--- config.mk ---
export PLATFORM = sky130hd
export DESIGN_NAME = alu_pipe
export DESIGN_NICKNAME = d
export VERILOG_FILES = /design/src/rtl/alu_pipe.sv
export SDC_FILE = /design/constraint.sdc
export NUM_CORES = 1
export LEC_CHECK = 0
export CAP_MARGIN = 20
export CORE_ASPECT_RATIO = 2
export CORE_MARGIN = 2
export CORE_UTILIZATION = 40
export CTS_BUF_LIST = sky130_fd_sc_hd__clkbuf_4
export CTS_CLUSTER_SIZE = 8
export DETAILED_ROUTE_END_ITERATION = 10
export DONT_BUFFER_PORTS = 1
export GPL_TIMING_DRIVEN = 0
export SLEW_MARGIN = 20
export SYNTH_ARGS = -nofsm -noshare
export SYNTH_HDL_FRONTEND = slang
export SYNTH_SLANG_ARGS = --single-unit
--- constraint.sdc ---
create_clock -name clk -period 6.94 [get_ports clk]
set_input_delay 0.694 -clock clk [delete_from_list [all_inputs] [get_ports clk]]
set_output_delay 0.694 -clock clk [all_outputs]
set_load 0.02 [all_outputs]
--- src/rtl/alu_pipe.sv ---
// rtl/alu_pipe.sv - handshaked single-cycle ALU with iterative shift-add MAC
//
// Ports:
//   clk, reset            rising-edge clock, synchronous active-high reset
//   in_valid / in_ready   request handshake; opcode, rs1, rs2, rs3 captured at accept
//   opcode                ADD=0 SUB=1 AND=2 OR=3 SLL=4 SRA=5 MAC=6 XOR=7 SRL=8
//                         SLT=9 SLTU=10; 11-15 illegal (rd=0, err=1)
//   rs1, rs2, rs3         operands; rs2 low bits are the shift amount, rs3 the MAC addend
//   out_valid / out_ready result handshake; rd and err held stable until delivered
//   rd, err               registered result and illegal-opcode flag
//   busy                  high while the MAC multiplier is iterating
module alu_pipe #(
  parameter int WIDTH    = 32,
  parameter int MAC_STEP = 1
) (
  input  logic             clk,
  input  logic             reset,
  input  logic             in_valid,
  output logic             in_ready,
  input  logic [3:0]       opcode,
  input  logic [WIDTH-1:0] rs1,
  input  logic [WIDTH-1:0] rs2,
  input  logic [WIDTH-1:0] rs3,
  output logic             out_valid,
  input  logic             out_ready,
  output logic [WIDTH-1:0] rd,
  output logic             err,
  output logic             busy
);

  localparam int N  = WIDTH / MAC_STEP;
  localparam int CW = (N > 1) ? $clog2(N) : 1;
  localparam int SW = $clog2(WIDTH);
  localparam logic [CW-1:0] LAST = CW'(N - 1);

  localparam logic [3:0] OP_ADD  = 4'd0;
  localparam logic [3:0] OP_SUB  = 4'd1;
  localparam logic [3:0] OP_AND  = 4'd2;
  localparam logic [3:0] OP_OR   = 4'd3;
  localparam logic [3:0] OP_SLL  = 4'd4;
  localparam logic [3:0] OP_SRA  = 4'd5;
  localparam logic [3:0] OP_MAC  = 4'd6;
  localparam logic [3:0] OP_XOR  = 4'd7;
  localparam logic [3:0] OP_SRL  = 4'd8;
  localparam logic [3:0] OP_SLT  = 4'd9;
  localparam logic [3:0] OP_SLTU = 4'd10;

  typedef enum logic [1:0] {S_IDLE, S_MUL, S_DONE} state_t;

  state_t           state;
  logic [WIDTH-1:0] acc;
  logic [WIDTH-1:0] mcand;
  logic [WIDTH-1:0] mplier;
  logic [CW-1:0]    count;

  logic             accept;
  logic [SW-1:0]    shamt;
  logic [WIDTH-1:0] alu_rd;
  logic             alu_err;
  logic [WIDTH-1:0] acc_step;

  // In DONE a new request may enter in the same cycle the held result leaves,
  // which is what gives one op per cycle with no bubble.
  assign in_ready = !reset && ((state == S_IDLE) || ((state == S_DONE) && out_ready));
  assign accept   = in_valid && in_ready;
  assign shamt    = rs2[SW-1:0];

  always_comb begin
    alu_rd  = '0;
    alu_err = 1'b0;
    case (opcode)
      OP_ADD:  alu_rd = rs1 + rs2;
      OP_SUB:  alu_rd = rs1 - rs2;
      OP_AND:  alu_rd = rs1 & rs2;
      OP_OR:   alu_rd = rs1 | rs2;
      OP_XOR:  alu_rd = rs1 ^ rs2;
      OP_SLL:  alu_rd = rs1 << shamt;
      OP_SRL:  alu_rd = rs1 >> shamt;
      OP_SRA:  alu_rd = WIDTH'($signed(rs1) >>> shamt);
      OP_SLT:  alu_rd = {{(WIDTH-1){1'b0}}, ($signed(rs1) < $signed(rs2))};
      OP_SLTU: alu_rd = {{(WIDTH-1){1'b0}}, (rs1 < rs2)};
      OP_MAC:  alu_rd = '0;
      default: alu_err = 1'b1;
    endcase
  end

  // MAC_STEP multiplier bits per cycle. mcand is pre-shifted and mplier
  // consumed from the bottom, so only the low WIDTH bits of the product are
  // ever formed; rs3 is preloaded into the accumulator at accept.
  always_comb begin
    acc_step = acc;
    for (int i = 0; i < MAC_STEP; i++) begin
      if (mplier[i]) begin
        acc_step = acc_step + (mcand << i);
      end
    end
  end

  always_ff @(posedge clk) begin
    if (reset) begin
      state     <= S_IDLE;
      out_valid <= 1'b0;
      rd        <= '0;
      err       <= 1'b0;
      busy      <= 1'b0;
      acc       <= '0;
      mcand     <= '0;
      mplier    <= '0;
      count     <= '0;
    end else begin
      case (state)
        S_IDLE, S_DONE: begin
          if (accept) begin
            if (opcode == OP_MAC) begin
              state     <= S_MUL;
              busy      <= 1'b1;
              out_valid <= 1'b0;
              acc       <= rs3;
              mcand     <= rs1;
              mplier    <= rs2;
              count     <= '0;
            end else begin
              state     <= S_DONE;
              out_valid <= 1'b1;
              rd        <= alu_rd;
              err       <= alu_err;
            end
          end else if ((state == S_DONE) && out_ready) begin
            state     <= S_IDLE;
            out_valid <= 1'b0;
          end
        end
        S_MUL: begin
          acc    <= acc_step;
          mcand  <= mcand << MAC_STEP;
          mplier <= mplier >> MAC_STEP;
          if (count == LAST) begin
            count     <= '0;
            state     <= S_DONE;
            busy      <= 1'b0;
            out_valid <= 1'b1;
            rd        <= acc_step;
            err       <= 1'b0;
          end else begin
            count <= count + CW'(1);
          end
        end
        default: state <= S_IDLE;
      endcase
    end
  end

endmodule

# Word level (Yosys, flattened, before mapping)

Index checks and enable logic that the tools add are counted.

Bits in registers: 138
Bits in latches: 0
Memory bits (writable): 0
Memory bits (read-only): 0
Input port bits: 104
Output and inout bits: 36
Word-level logic and storage cells: 91
Memories kept: 0

$add $sub $neg: 4
Multipliers: 0
Divide/modulo/power cells: 0
Magnitude comparators: 2
Eq/ne operators: 18
Shifts and indexed selects: 3
Muxes and demuxes: 37
Bitwise operators: 3
Reductions and logical operators: 15

Operators by type and width:

| kind                                                             | number |
|---|---|
| 32-bit two-way mux                                               | 10 |
| 32-bit one-hot mux with 10 select lines                          | 1 |
| 32-bit one-hot mux with 2 select lines                           | 4 |
| 32-bit adder                                                     | 2 |
| 32-bit < comparator                                              | 2 |
| 32-bit AND                                                       | 1 |
| 32-bit bitwise OR                                                | 1 |
| 32-bit by 5-bit left shift with 32-bit output                    | 1 |
| 32-bit by 5-bit right shift with 32-bit output                   | 1 |
| 32-bit by 5-bit >>> shifter with 32-bit output                   | 1 |
| 32-bit subtractor                                                | 1 |
| 32-bit XOR                                                       | 1 |
| 4-bit by 3-bit == test with 1-bit output (second input constant) | 4 |
| 5-bit two-way mux                                                | 3 |
| 4-bit == test (second input constant)                            | 3 |
| 1-bit two-way mux                                                | 10 |
| 5-bit one-hot mux with 2 select lines                            | 1 |
| 10-bit OR reduction                                              | 1 |
| 4-bit by 2-bit == test with 1-bit output (second input constant) | 2 |
| 2-bit two-way mux                                                | 4 |
| 2-bit inequality test (second input constant)                    | 4 |
| 4-bit AND reduction                                              | 2 |
| 1-bit one-hot mux with 2 select lines                            | 3 |
| 3-bit AND reduction                                              | 2 |
| other kinds (15)                                                 | 17 |

# Depth between registers and ports, before layout

Word-level depth: 7
Depth in mapped cells: 17
Mapped depth without buffers: 14

# Worst setup path after synthesis

OpenSTA, ideal clock, no wires.

Kind: in2reg
Start: input port rs2[2]
End: register rd[29]
Setup time: 0.079 ns
Arrival: 3.775 ns
Data required time: 6.861 ns
Slack: 3.085 ns
Stages: 17
Path buffers: 5
Cell sequence: buf_2 -> buf_2 -> inv_1 -> buf_2 -> buf_2 -> ha_1 -> buf_6 -> nor3_4 -> o311ai_2 -> a31oi_2 -> nor4b_4 -> o311a_1 -> nor2_1 -> nor4_1 -> a31oi_1 -> o221a_1 -> a211oi_2

Word-level cells in the longest chain between the ends: 5
Elaborated cells on any way between the ends: 9
Classes of those cells: 2 x add/sub; 3 x shift; 4 x mux

Ends and longest elaborated chain:

| what                                            | line | text |
|---|---|---|
| from (decl)                                     | 22   | `input logic [WIDTH-1:0] rs2,` |
| 32-bit subtractor, or another cell as far along | 73   | `OP_SUB: alu_rd = rs1 - rs2;` |
| 32-bit one-hot mux with 10 select lines *       | 71   | `case (opcode)` |
| 32-bit two-way mux *                            | 114  | `if (opcode == OP_MAC) begin` |
| 32-bit two-way mux *                            | 113  | `if (accept) begin` |
| 32-bit one-hot mux with 2 select lines *        | 111  | `case (state)` |
| to (signal assigned)                            | 125  | `rd <= alu_rd;` |
| to (signal assigned)                            | 142  | `rd <= acc_step;` |
| to (decl)                                       | 26   | `output logic [WIDTH-1:0] rd,` |

Every way passes the cells marked *; elsewhere a longest branch is shown, timed or not. The select of a mux whose other input is x is not followed.
A chain may end at the register's enable or synchronous reset.

# Worst setup path after layout

Start: input port rs2[3]
End: register rd[19]

The elaborated chain is that of the path after synthesis.

==> impl_metrics.yaml <==
floorplan:
  die_width_um: 149
  core-area_um2: 41600
  boundaryPins: 140
  initial_core_util: 0.404
  dieArea_um2: 43900
  number_of_rows_in_the_core_area: 106
  fp.dieH_um: 294
clock_network:
  post_cts.repair.setup_buffers: 0
  cts_tree: "built"
  ctsRootBufferMaster: "sky130_fd_sc_hd__clkbuf_4"
  clk_pin_slew_ns: 0.18
  ctsHtreeMaxLevel: 4
  clock_latency_ns: 0.66
  hold_fix_buffer_count_after_cts: 0
  cts_inserted_buffers: 17
  cts.sink_count: 138
  post_cts_resize_count: 0
  cts_max_path_buffers: 2
yosys:
  synth_fa_ha_area_frac: 0.102
  synth_area_per_cell_um2: 7.19
  yosys.area_share.xor_xnor: 0.0213
  synth-seq-area-share: 0.164
  ys.flop_type: "sky130_fd_sc_hd__dfxtp_1"
  yosysWarningCount: 0
  post_synth_and_or_nand_nor_area_fraction: 0.234
  synth-seq-cells: 138
  mappedNetlistArea_um2: 16800
  ys_types: 105
  async_flop_share: 0
  main_combinational_cell_family_by_area_after_synthesis: "compound AO/OA/AOI/OAI gates"
  synth_compound_area_frac: 0.292
  post_synth_mux_area_share: 0.107
  count_of_flip_flops_with_a_built_in_enable_after_synthesis: 0
  syn_inst: 2343
  synth_fp_nets: 2583
detailed_routing:
  routed_via_density: 6.90
  drc: 0
  routed-via-count: 20100
  drt.antenna.violating_nets: 0
  detailedRoute.firstPassIterationCount: 8
  drt_first_iter_violations: 2091
  wl_per_cell_um: 35.9
  routed_wl_um: 105000
power:
  cell_internal_pwr_mw: 1.35
  p_comb_frac: 0.403
  switching_portion_of_total_power: 0.450
  power.share.clock: 0.249
  cellLeakagePower_nw: 7.00
  seqPwrFrac: 0.348
  powerDensity_nw_per_um2: 138
  fin_total_pwr_mw: 2.45
  vdd_drop_max_mv: 0.109
  net-switching-power_mw: 1.11
setup_path:
  endpoint_kind: "flip-flop"
  criticalPathCategory: "in2reg"
  worst_ep_required_time_ns: 7.48
  timing.critical_path.fanout_max: 11
  critPathArrivalTime_ns: 5.59
  worst_setup_path_start_kind: "primary input"
run_status:
  status: "completed"
place:
  place_ws_ns: 1.45
  placed_area_um2: 17500
  final_weighted_congestion_in_routability_driven_placement: 1.13
  port_buffers: 0
  detailedPlacementHpwl_um: 84000
timing:
  final_max_slew_viol_count: 0
  finClkSkew_ns: 0.0491
  setup_tns_ns: 0
  final-setup-viol-count: 0
  rsz_0062_raised_after_global_routing: "false"
  worst_slew_margin_rel: 0.138
  max_clock_freq_ghz: 0.198
  hold_viol: 0
  timing.final.crit_period_ns: 5.05
  finalCritPeriodShare: 0.727
  tightest_pin_transition_ns: 1.29
  layout_setup_ws_ns: 1.89
global_routing:
  grt_overflow_total: 0
  grt_overall_usage: 0.475
  vias_in_the_first_global_route: 20200
  grt_pass1_wl_um: 147000
  antenna_found_initial: 4
  pin_count_of_the_biggest_net_entering_global_routing: 17
layout:
  utilization: 0.428
  finish.instance_area_um2: 17800
  num-fill-cells: 4501
  final_layout_size_suffix_gt1_frac: 0.0821
  layout.nets: 2603
  area_delta_synth_final_pct: 5.93
job:
  max_cap_viol_count: 0
worst_hold_path:
  hold_class: "in2reg"
==> cell usage in the layout (no fill, tap or decap), drive strengths merged, types with 17 or more instances in the layout <==
cell / count
a22oi: 17
a311oi: 78
nor3: 64
xnor2: 26
nand3: 46
a211oi: 40
dfxtp: 138
a31oi: 36
o21ai: 126
nand2: 327
o31ai: 26
o211ai: 34
mux2i: 62
nor4: 17
nor2b: 17
a21oi: 192
a221oi: 20
buf: 66
nor2: 340
ha: 133
clkbuf: 130
mux4: 47
inv: 116
a21o: 21
==> cell usage after synthesis, types with 12 or more instances <==
cell / count / area, µm²
sky130_fd_sc_hd__a221oi_1: 20 / 175
sky130_fd_sc_hd__ha_1: 133 / 1660
sky130_fd_sc_hd__or3_1: 12 / 75.1
sky130_fd_sc_hd__nand3_1: 46 / 230
sky130_fd_sc_hd__mux2i_1: 62 / 621
sky130_fd_sc_hd__buf_2: 31 / 155
sky130_fd_sc_hd__nand2b_1: 16 / 100
sky130_fd_sc_hd__xnor2_1: 26 / 228
sky130_fd_sc_hd__o211ai_1: 34 / 255
sky130_fd_sc_hd__o22ai_1: 15 / 93.8
sky130_fd_sc_hd__a21o_1: 21 / 158
sky130_fd_sc_hd__a22oi_1: 17 / 128
sky130_fd_sc_hd__o21a_1: 15 / 113
sky130_fd_sc_hd__mux4_2: 47 / 1060
sky130_fd_sc_hd__nor4_1: 17 / 106
sky130_fd_sc_hd__clkbuf_1: 105 / 394
sky130_fd_sc_hd__nand2_1: 325 / 1220
sky130_fd_sc_hd__inv_1: 107 / 402
sky130_fd_sc_hd__nor3_1: 61 / 305
sky130_fd_sc_hd__xor2_1: 15 / 131
sky130_fd_sc_hd__dfxtp_1: 138 / 2760
sky130_fd_sc_hd__o31ai_1: 23 / 173
sky130_fd_sc_hd__nor2_1: 337 / 1260
sky130_fd_sc_hd__a21oi_1: 191 / 956
sky130_fd_sc_hd__o21ai_0: 116 / 581
sky130_fd_sc_hd__o21bai_1: 14 / 105
sky130_fd_sc_hd__a311oi_1: 78 / 683
sky130_fd_sc_hd__nor2b_1: 16 / 100
sky130_fd_sc_hd__a31oi_1: 35 / 219
sky130_fd_sc_hd__buf_6: 15 / 169
sky130_fd_sc_hd__a211oi_1: 38 / 285
sky130_fd_sc_hd__buf_1: 12 / 45.0
==> through the flow <==
step | cells | hold WS (ns)
CTS | 2915 | 0.140
global route | 2918 | 0.175
floorplan | 2343 | 0.448
global placement | 2883 | 0.458
detailed placement | 2883 | 0.467
finish | 2919 | 0.181
==> metal layers <==
metal  global-route usage  routed length (µm)  share of wire  vias up
met1                0.440               32200           0.31     9625
met4                0.516               14600           0.14        2
met2                0.801               49700           0.47     1335
met5              0.00233                  13        0.00012        -
li1                     -                   -              -     8600
met3                0.118                8240          0.079      587
==> cell families after synthesis <==
group | after synthesis
AND/OR/NAND/NOR | 896
multiplexers | 119
adder cells (fa/ha/maj) | 136
flip-flops | 138
AO/OA/AOI/OAI | 723
buffers and inverters | 290
XOR/XNOR | 41
==> critical path, stage by stage <==
cell,delay [ns]
sky130_fd_sc_hd__inv_1,0.20
sky130_fd_sc_hd__clkbuf_1,0.64
sky130_fd_sc_hd__buf_1,0.63
sky130_fd_sc_hd__ha_1,0.44
sky130_fd_sc_hd__a21oi_1,0.20
sky130_fd_sc_hd__nor2b_1,0.07
sky130_fd_sc_hd__o31ai_1,0.39
sky130_fd_sc_hd__a21oi_1,0.25
sky130_fd_sc_hd__o21ai_0,0.76
sky130_fd_sc_hd__o31ai_1,0.24
sky130_fd_sc_hd__a2bb2oi_1,0.21
sky130_fd_sc_hd__mux2i_1,0.15
sky130_fd_sc_hd__o21ai_0,0.51
sky130_fd_sc_hd__a31oi_1,0.16
==> sequential cells by signal, summed over array words and instances (netlist names), 2 cells and up <==
signal  cells
acc        32
mcand      32
mplier     32
rd         32
count       5
state       2
==> area by class of cell <==
cell class,count,area (µm²),share of cell area
plain buffers,179,930,0.0521
diodes,3,7.51,0.000421
clock buffers,17,128,0.00715
flip-flops and latches,138,2760,0.155
multi-input cells,1915,12700,0.715
clock inverters,15,160,0.00898
inverters,111,417,0.0234
repair buffers,1,11.3,0.000631
well taps,540,676,0.0379
==> power groups by stage <==
stage               Sequential (mW)  Clock, mW  Combinational, mW
finish                        0.854      0.612              0.989
global route                  0.856      0.638               1.03
CTS                           0.853      0.612              0.941
detailed placement            0.870          0              0.937
global placement              0.870          0              0.936
floorplan                     0.861          0              0.606
==> final timing paths <==
path	startpoint	endpoint	depth (start not counted)	slack (ns)
worst max-delay path	rs2[3]	rd[19]$_SDFFE_PP0P_	14	1.89
worst max register to register	state[0]$_SDFFE_PP0P_	acc[30]$_SDFFE_PP0P_	9	2.90
worst min register to register	count[4]$_SDFFE_PP0P_	count[4]$_SDFFE_PP0P_	2	0.49
worst min-delay path	rs2[17]	mplier[17]$_SDFFE_PP0P_	2	0.18
Note: power is estimated with default switching activity, not from simulation.
